### config.mk
export PLATFORM = sky130hd
export DESIGN_NAME = tile_addr_gen
export DESIGN_NICKNAME = d
export VERILOG_FILES = /design/src/rtl/tile_addr_gen.sv
export SDC_FILE = /design/constraint.sdc
export NUM_CORES = 1
export LEC_CHECK = 0
export BUFFER_PORTS_ARGS = -buffer_cell sky130_fd_sc_hd__buf_2
export CELL_PAD_IN_SITES_DETAIL_PLACEMENT = 1
export CELL_PAD_IN_SITES_GLOBAL_PLACEMENT = 2
export CORE_UTILIZATION = 50
export CTS_CLUSTER_DIAMETER = 100
export CTS_CLUSTER_SIZE = 30
export DETAILED_ROUTE_END_ITERATION = 10
export HOLD_SLACK_MARGIN = 0.05
export PLACE_DENSITY_LB_ADDON = 0.12
export SYNTH_ARGS = -nofsm -noshare
export SYNTH_HDL_FRONTEND = slang
export SYNTH_SLANG_ARGS = --single-unit
### constraint.sdc
create_clock -name clk -period 8.6 [get_ports clk]
set_input_delay 0 -clock clk [delete_from_list [all_inputs] [get_ports clk]]
set_output_delay 0 -clock clk [all_outputs]
set_load 0.02 [all_outputs]
### src/rtl/tile_addr_gen.sv
// Tile-map pixel address generator: writable tile map, clear FSM, and a
// pixel pipeline that turns (h_cnt, v_cnt) into an atlas ROM address.
// Latency: pixel_addr/valid 2 cycles after h_cnt/v_cnt; rd_tile 1 cycle.
// No backpressure. Writes are accepted only while wr_ready is high.
module tile_addr_gen #(
  parameter int MAP_W       = 20,
  parameter int MAP_H       = 10,
  parameter int TILE_SHIFT  = 4,
  parameter int SCALE_SHIFT = 1,
  parameter int TILE_BITS   = 3,
  parameter int ATLAS_COLS  = 2,
  parameter int FILL_TILE   = 2,
  parameter int ADDR_W      = 17,
  localparam int X_W        = $clog2(MAP_W),
  localparam int Y_W        = $clog2(MAP_H)
) (
  input  logic                 clk,
  input  logic                 rst,
  input  logic                 start,
  input  logic [9:0]           h_cnt,
  input  logic [9:0]           v_cnt,
  input  logic                 wr_en,
  input  logic [X_W-1:0]       wr_x,
  input  logic [Y_W-1:0]       wr_y,
  input  logic [TILE_BITS-1:0] wr_tile,
  output logic                 wr_ready,
  input  logic [X_W-1:0]       rd_x,
  input  logic [Y_W-1:0]       rd_y,
  output logic [TILE_BITS-1:0] rd_tile,
  output logic                 busy,
  output logic [ADDR_W-1:0]    pixel_addr,
  output logic                 valid
);

  localparam int CELLS = MAP_W * MAP_H;
  localparam int IDX_W = $clog2(CELLS);
  localparam logic [X_W:0] LIM_X = (X_W+1)'(MAP_W);
  localparam logic [Y_W:0] LIM_Y = (Y_W+1)'(MAP_H);

  typedef enum logic [1:0] {
    S_IDLE  = 2'd0,
    S_CLEAR = 2'd1,
    S_RUN   = 2'd2
  } state_t;

  state_t               r_state;
  state_t               w_state_nxt;
  logic [IDX_W-1:0]     r_clr_idx;
  logic [IDX_W-1:0]     w_clr_idx_nxt;

  // Tile map storage; contents survive reset and are set by the clear FSM.
  logic [TILE_BITS-1:0] r_map [CELLS];

  logic                 w_user_we;
  logic [IDX_W-1:0]     w_wr_idx;
  logic                 w_mem_we;
  logic [IDX_W-1:0]     w_mem_idx;
  logic [TILE_BITS-1:0] w_mem_dat;

  logic                 w_rd_ok;
  logic [IDX_W-1:0]     w_rd_idx;
  logic [TILE_BITS-1:0] r_rd_tile;

  logic [9:0]           w_hc;
  logic [9:0]           w_vc;
  logic [9:0]           w_tx_raw;
  logic [9:0]           w_ty_raw;
  logic [X_W-1:0]       w_tx;
  logic [Y_W-1:0]       w_ty;
  logic [IDX_W-1:0]     w_disp_idx;
  logic                 w_in_map;

  logic [TILE_BITS-1:0] r_s1_tile;
  logic [TILE_SHIFT-1:0] r_s1_hl;
  logic [TILE_SHIFT-1:0] r_s1_vl;
  logic                 r_s1_in_map;
  logic [ADDR_W-1:0]    w_addr;

  logic [ADDR_W-1:0]    r_pixel_addr;
  logic                 r_valid;

  // FSM state and clear-counter registers.
  always_ff @(posedge clk or negedge rst) begin
    if (!rst) begin
      r_state   <= S_IDLE;
      r_clr_idx <= '0;
    end else begin
      r_state   <= w_state_nxt;
      r_clr_idx <= w_clr_idx_nxt;
    end
  end

  // Next state: start always (re)starts a clear from cell 0; the clear
  // walks every cell once and then hands over to display.
  always_comb begin
    w_state_nxt   = r_state;
    w_clr_idx_nxt = r_clr_idx;
    unique case (r_state)
      S_IDLE: begin
        if (start) begin
          w_state_nxt   = S_CLEAR;
          w_clr_idx_nxt = '0;
        end
      end
      S_CLEAR: begin
        if (start) begin
          w_clr_idx_nxt = '0;
        end else if (r_clr_idx == IDX_W'(CELLS - 1)) begin
          w_state_nxt   = S_RUN;
          w_clr_idx_nxt = '0;
        end else begin
          w_clr_idx_nxt = r_clr_idx + IDX_W'(1);
        end
      end
      S_RUN: begin
        if (start) begin
          w_state_nxt   = S_CLEAR;
          w_clr_idx_nxt = '0;
        end
      end
      default: begin
        w_state_nxt   = S_IDLE;
        w_clr_idx_nxt = '0;
      end
    endcase
  end

  assign busy     = (r_state == S_CLEAR);
  assign wr_ready = (r_state == S_RUN);

  assign w_user_we = wr_en && wr_ready && ({1'b0, wr_x} < LIM_X) && ({1'b0, wr_y} < LIM_Y);
  assign w_wr_idx  = IDX_W'(wr_y) * IDX_W'(MAP_W) + IDX_W'(wr_x);

  // Single write port: the clear FSM owns it during CLEAR, game logic in RUN.
  always_comb begin
    w_mem_we  = 1'b0;
    w_mem_idx = w_wr_idx;
    w_mem_dat = wr_tile;
    if (r_state == S_CLEAR) begin
      w_mem_we  = 1'b1;
      w_mem_idx = r_clr_idx;
      w_mem_dat = TILE_BITS'(FILL_TILE);
    end else if (w_user_we) begin
      w_mem_we  = 1'b1;
    end
  end

  // Map write; reads elsewhere sample the pre-write value in the same cycle.
  always_ff @(posedge clk) begin
    if (w_mem_we) begin
      r_map[w_mem_idx] <= w_mem_dat;
    end
  end

  assign w_rd_ok  = ({1'b0, rd_x} < LIM_X) && ({1'b0, rd_y} < LIM_Y);
  assign w_rd_idx = IDX_W'(rd_y) * IDX_W'(MAP_W) + IDX_W'(rd_x);

  // Registered read-back; out-of-map coordinates read as 0.
  always_ff @(posedge clk or negedge rst) begin
    if (!rst) begin
      r_rd_tile <= '0;
    end else begin
      r_rd_tile <= w_rd_ok ? r_map[w_rd_idx] : '0;
    end
  end

  assign rd_tile = r_rd_tile;

  // S0: downscale to map pixels, find the tile cell (clamped so the RAM
  // address stays legal even off-map), and decide if the pixel is on the map.
  assign w_hc       = h_cnt >> SCALE_SHIFT;
  assign w_vc       = v_cnt >> SCALE_SHIFT;
  assign w_tx_raw   = w_hc >> TILE_SHIFT;
  assign w_ty_raw   = w_vc >> TILE_SHIFT;
  assign w_tx       = (w_tx_raw > 10'(MAP_W - 1)) ? X_W'(MAP_W - 1) : w_tx_raw[X_W-1:0];
  assign w_ty       = (w_ty_raw > 10'(MAP_H - 1)) ? Y_W'(MAP_H - 1) : w_ty_raw[Y_W-1:0];
  assign w_disp_idx = IDX_W'(w_ty) * IDX_W'(MAP_W) + IDX_W'(w_tx);
  assign w_in_map   = (r_state == S_RUN)
                   && (32'(w_hc) < 32'(MAP_W << TILE_SHIFT))
                   && (32'(w_vc) < 32'(MAP_H << TILE_SHIFT));

  // S1: capture tile index from the map plus the in-tile pixel offsets.
  always_ff @(posedge clk or negedge rst) begin
    if (!rst) begin
      r_s1_tile   <= '0;
      r_s1_hl     <= '0;
      r_s1_vl     <= '0;
      r_s1_in_map <= 1'b0;
    end else begin
      r_s1_tile   <= r_map[w_disp_idx];
      r_s1_hl     <= w_hc[TILE_SHIFT-1:0];
      r_s1_vl     <= w_vc[TILE_SHIFT-1:0];
      r_s1_in_map <= w_in_map;
    end
  end

  // Atlas is ATLAS_COLS tiles wide; tile t sits at row t/ATLAS_COLS,
  // column t%ATLAS_COLS, and the address is row-major in atlas pixels.
  assign w_addr = ADDR_W'(
      (((32'(r_s1_tile) / 32'(ATLAS_COLS)) << TILE_SHIFT) + 32'(r_s1_vl))
        * 32'(ATLAS_COLS << TILE_SHIFT)
    + ((32'(r_s1_tile) % 32'(ATLAS_COLS)) << TILE_SHIFT)
    + 32'(r_s1_hl));

  // S2: output register; off-map pixels present address 0.
  always_ff @(posedge clk or negedge rst) begin
    if (!rst) begin
      r_pixel_addr <= '0;
      r_valid      <= 1'b0;
    end else begin
      r_pixel_addr <= r_s1_in_map ? w_addr : '0;
      r_valid      <= r_s1_in_map;
    end
  end

  assign pixel_addr = r_pixel_addr;
  assign valid      = r_valid;

endmodule

==> run_results.csv <==
group,metric,value,unit
finish,n_fill_cell,5848,
global_routing,grt_pass1_wl,150000,um
synthesis,synth.distinct_cells,69,
finish,layout.nets,2188,
synthesis,synth_enable_flop_cells,600,
finish,fin_area,33900,um^2
finish,combined_area_of_the_multi_input_logic_cells,11800,um^2
critical_path,critical_path.slowest_cell,"a2111oi_0",
clocking,cts_buffers,29,
routing,number_of_design_rule_violations_left_after_detail_routing,0,
power,power_leakage,10.9,nW
finish,stdcell_count,2979,
placed_design,placed_cells,2900,
placed_design,dp_worst_setup_slack,4.05,ns
finish,layout.area.seq,18900,um^2
clocking,ctsHoldBuffers,24,
routing,number_of_iterations_in_the_first_detailed_routing_pass,5,
critical_path,setup.worst_path.end_class,"flip-flop",
clocking,tritoncts,"yes",
floorplan,die_w,253,um
critical_path,worst-path-buf-inv,4,
sta,maxSlewViolCount,0,
power,combPwrFrac,0.168,
placed_design,gp_routability_congestion,0.871,
floorplan,start_util,0.508,
clocking,cts_clock_pin_slew_for_the_worst_setup_and_hold_paths,0.12,ns
clocking,htree_levels,1,
global_routing,antenna_violations_before_repair,4,
floorplan,ios,68,
finish,final_cell_mix,"600 x edfxtp_1, 257 x nor2_1, 228 x mux4_2, 139 x nand2_1, 101 x mux2i_1",
global_routing,vias_in_the_first_global_route,21300,
synthesis,yosys_most_used_dff,"edfxtp_1",
critical_path,critical-path-top-delay-family,"compound AO/OA/AOI/OAI gates",
power,power.net_switching,1.73,mW
sta,postLayoutSetupSlackWorst,4.09,ns
sta,whs,0.0621,ns
routing,average_routed_wire_per_standard_cell,35.0,um
floorplan,dieArea,63900,um^2
finish,drive_gt1_frac,0.208,
clocking,cts_resized,0,
synthesis,synthCells,2112,
power,vdd_ir_drop_max,0.000155,V
critical_path,worst_path_max_stage_delay,0.99,ns
power,share_of_power_burned_in_registers,0.546,
floorplan,num_rows,91,
sta,final.period_utilization,0.524,
sta,hold_violations,0,
power,cellPowerDensity,183,nW/um^2
clocking,clockRootBuffer,"clkbuf_16",
critical_path,worstPathArrival,5.06,ns
routing,drt_first_iter_violations,2297,
global_routing,gr-total-overflow,0,
finish,area_overhead_vs_synth,7.63,%
finish,layout_commonest_cell,"edfxtp_1",
synthesis,yosysSeqAreaShare,0.602,
floorplan,chip_height,253,um
routing,antenna_violating_nets_post_route,0,
synthesis,yosysWarnings,0,
run_status,status,"finished clean",
global_routing,grt_max_degree,112,
sta,max_slew.worst_pin.slew,1.25,ns
sta,layout_min_cycle_time,4.51,ns
clocking,clkSinkCount,637,
critical_path,crit_type,"input pin to flip-flop",
clocking,clk_latency,0.65,ns
critical_path,worst_ep_required_time,9.15,ns
power,fin_total_pwr,6.19,mW
sta,clock.fmax,222,MHz
min_path,worstHoldPathType,"input pin to flip-flop",
run,max_cap_viol_count,0,
clocking,maximum_root_to_sink_buffer_count,3,
critical_path,worstSetupStartpointType,"input pin",
critical_path,critical_path_peak_fanout,28,
synthesis,synth.avg_cell_area,14.9,um^2
sta,finalSetupTns,0,ns
routing,avgViaCountPerCell,6.93,
synthesis,synthesis.area,31500,um^2
sta,slew_headroom,0.148,
routing,drt_wl_total,104000,um
sta,rsz0062_at_grt,"false",
placed_design,port-buffer-count,59,
synthesis,synth_seq_cells,637,
power,switching_share,0.279,
placed_design,hpwlAfterDp,65700,um
floorplan,coreArea,61900,um^2
sta,setup_violations,0,
routing,dr_total_vias,20600,
sta,skew,0.0458,ns
finish,utilization,0.547,
placed_design,place_area,32600,um^2
synthesis,postSynth.asyncResetShare,0.0581,
power,internal_power,4.46,mW
critical_path,timing.critical_path.cells,"dlygate4sd3_1, buf_2, or3_1, ha_4, fa_1, buf_4, inv_1, nor2_1, o211ai_1, o21ai_0, a2111oi_0, o31ai_1, a21o_1, o221ai_1",
power,part_of_the_power_in_the_clock_network,0.286,
global_routing,grt_util_all_layers,0.333,
clocking,post-cts-setup-buffers,0,
==> power by group through the flow <==
stage               sequential [mW]  combinational (mW)  clock [mW]
floorplan                      3.44               0.602           0
global placement               3.45               0.999           0
detailed placement             3.45                1.01           0
CTS                            3.38                1.02        1.78
global route                   3.38                1.07        1.86
finish                         3.38                1.04        1.77
==> per-layer routing <==
metal  track usage  share of wire  vias up
li1              -              -     8433
met1         0.447           0.39    10900
met2         0.533           0.47     1105
met3        0.0683          0.094      225
met4         0.135          0.046        6
met5             0        0.00038        -
==> logic make-up after synthesis <==
| kind of cell | after synthesis | share of synthesized area |
|---|---|---|
| adder cells (fa/ha/maj) | 25 | 0.0114 |
| flip-flops | 637 | 0.602 |
| AO/OA/AOI/OAI | 345 | 0.0747 |
| other | 1 | 0.000119 |
| XOR/XNOR | 20 | 0.00557 |
| buffers and inverters | 191 | 0.0275 |
| multiplexers | 355 | 0.205 |
| AND/OR/NAND/NOR | 538 | 0.0737 |
==> worst register-to-register path, cell delays in order (launching register included) <==
cell	delay, ns
dfrtp_1	0.48
nand2b_1	0.11
buf_4	0.25
inv_1	0.25
o21ai_0	0.66
inv_1	0.13
nor2_1	0.35
nand2_1	0.51
nor2_1	0.52
==> layout make-up <==
cell class	instances	area share
Clock inverter	18	0.00706
Timing Repair Buffer	141	0.0300
Tap cell	837	0.0309
Sequential cell	637	0.560
Antenna cell	1	0.0000739
Inverter	20	0.00222
Clock buffer	36	0.0222
Multi-Input combinational cell	1289	0.348
==> flip-flops by register name, indices dropped and copies added, names as in the netlist <==
name         flops
r_map          600
pixel_addr      11
r_clr_idx        8
r_s1_hl          4
r_s1_vl          4
r_s1_tile        3
rd_tile          3
r_state          2
r_s1_in_map      1
valid            1
==> path summary, 6_finish.rpt <==
path,start,end,slack (ns),depth (start not counted)
setup / recovery,v_cnt[9],r_s1_tile[1]$_DFF_PN0_,4.09,14
hold / removal,rd_x[2],rd_tile[2]$_DFF_PN0_,0.06,6
setup reg to reg,r_state[0]$_DFFE_PN0P_,r_map[91][2]$_DFFE_PP_,5.01,8
hold reg to reg,r_s1_vl[1]$_DFF_PN0_,pixel_addr[6]$_DFF_PN0_,0.47,1
max in group asynchronous,rst,r_clr_idx[5]$_DFFE_PN0P_,6.90,4
min in group asynchronous,rst,r_clr_idx[0]$_DFFE_PN0P_,0.53,3
==> synth_stat cells (12+ instances only) <==
master,number,area [um^2]
o21ai_0,58,290
mux2_2,26,293
nand3_1,32,160
mux2i_1,101,1010
dfrtp_1,37,926
ha_1,19,238
o22ai_1,53,332
o221ai_1,27,236
nor4_1,13,81.3
nor3_1,19,95.1
and2_1,25,156
xnor2_1,13,114
a21oi_1,60,300
a31oi_1,14,87.6
nor2b_1,13,81.3
inv_1,19,71.3
edfxtp_1,600,18000
clkbuf_1,88,330
nor2_1,258,968
a211oi_1,26,195
buf_1,12,45.0
mux4_2,228,5130
nand2_1,143,537
buf_4,13,97.6
buf_2,54,270
Note: power is estimated with default switching activity, not from simulation.
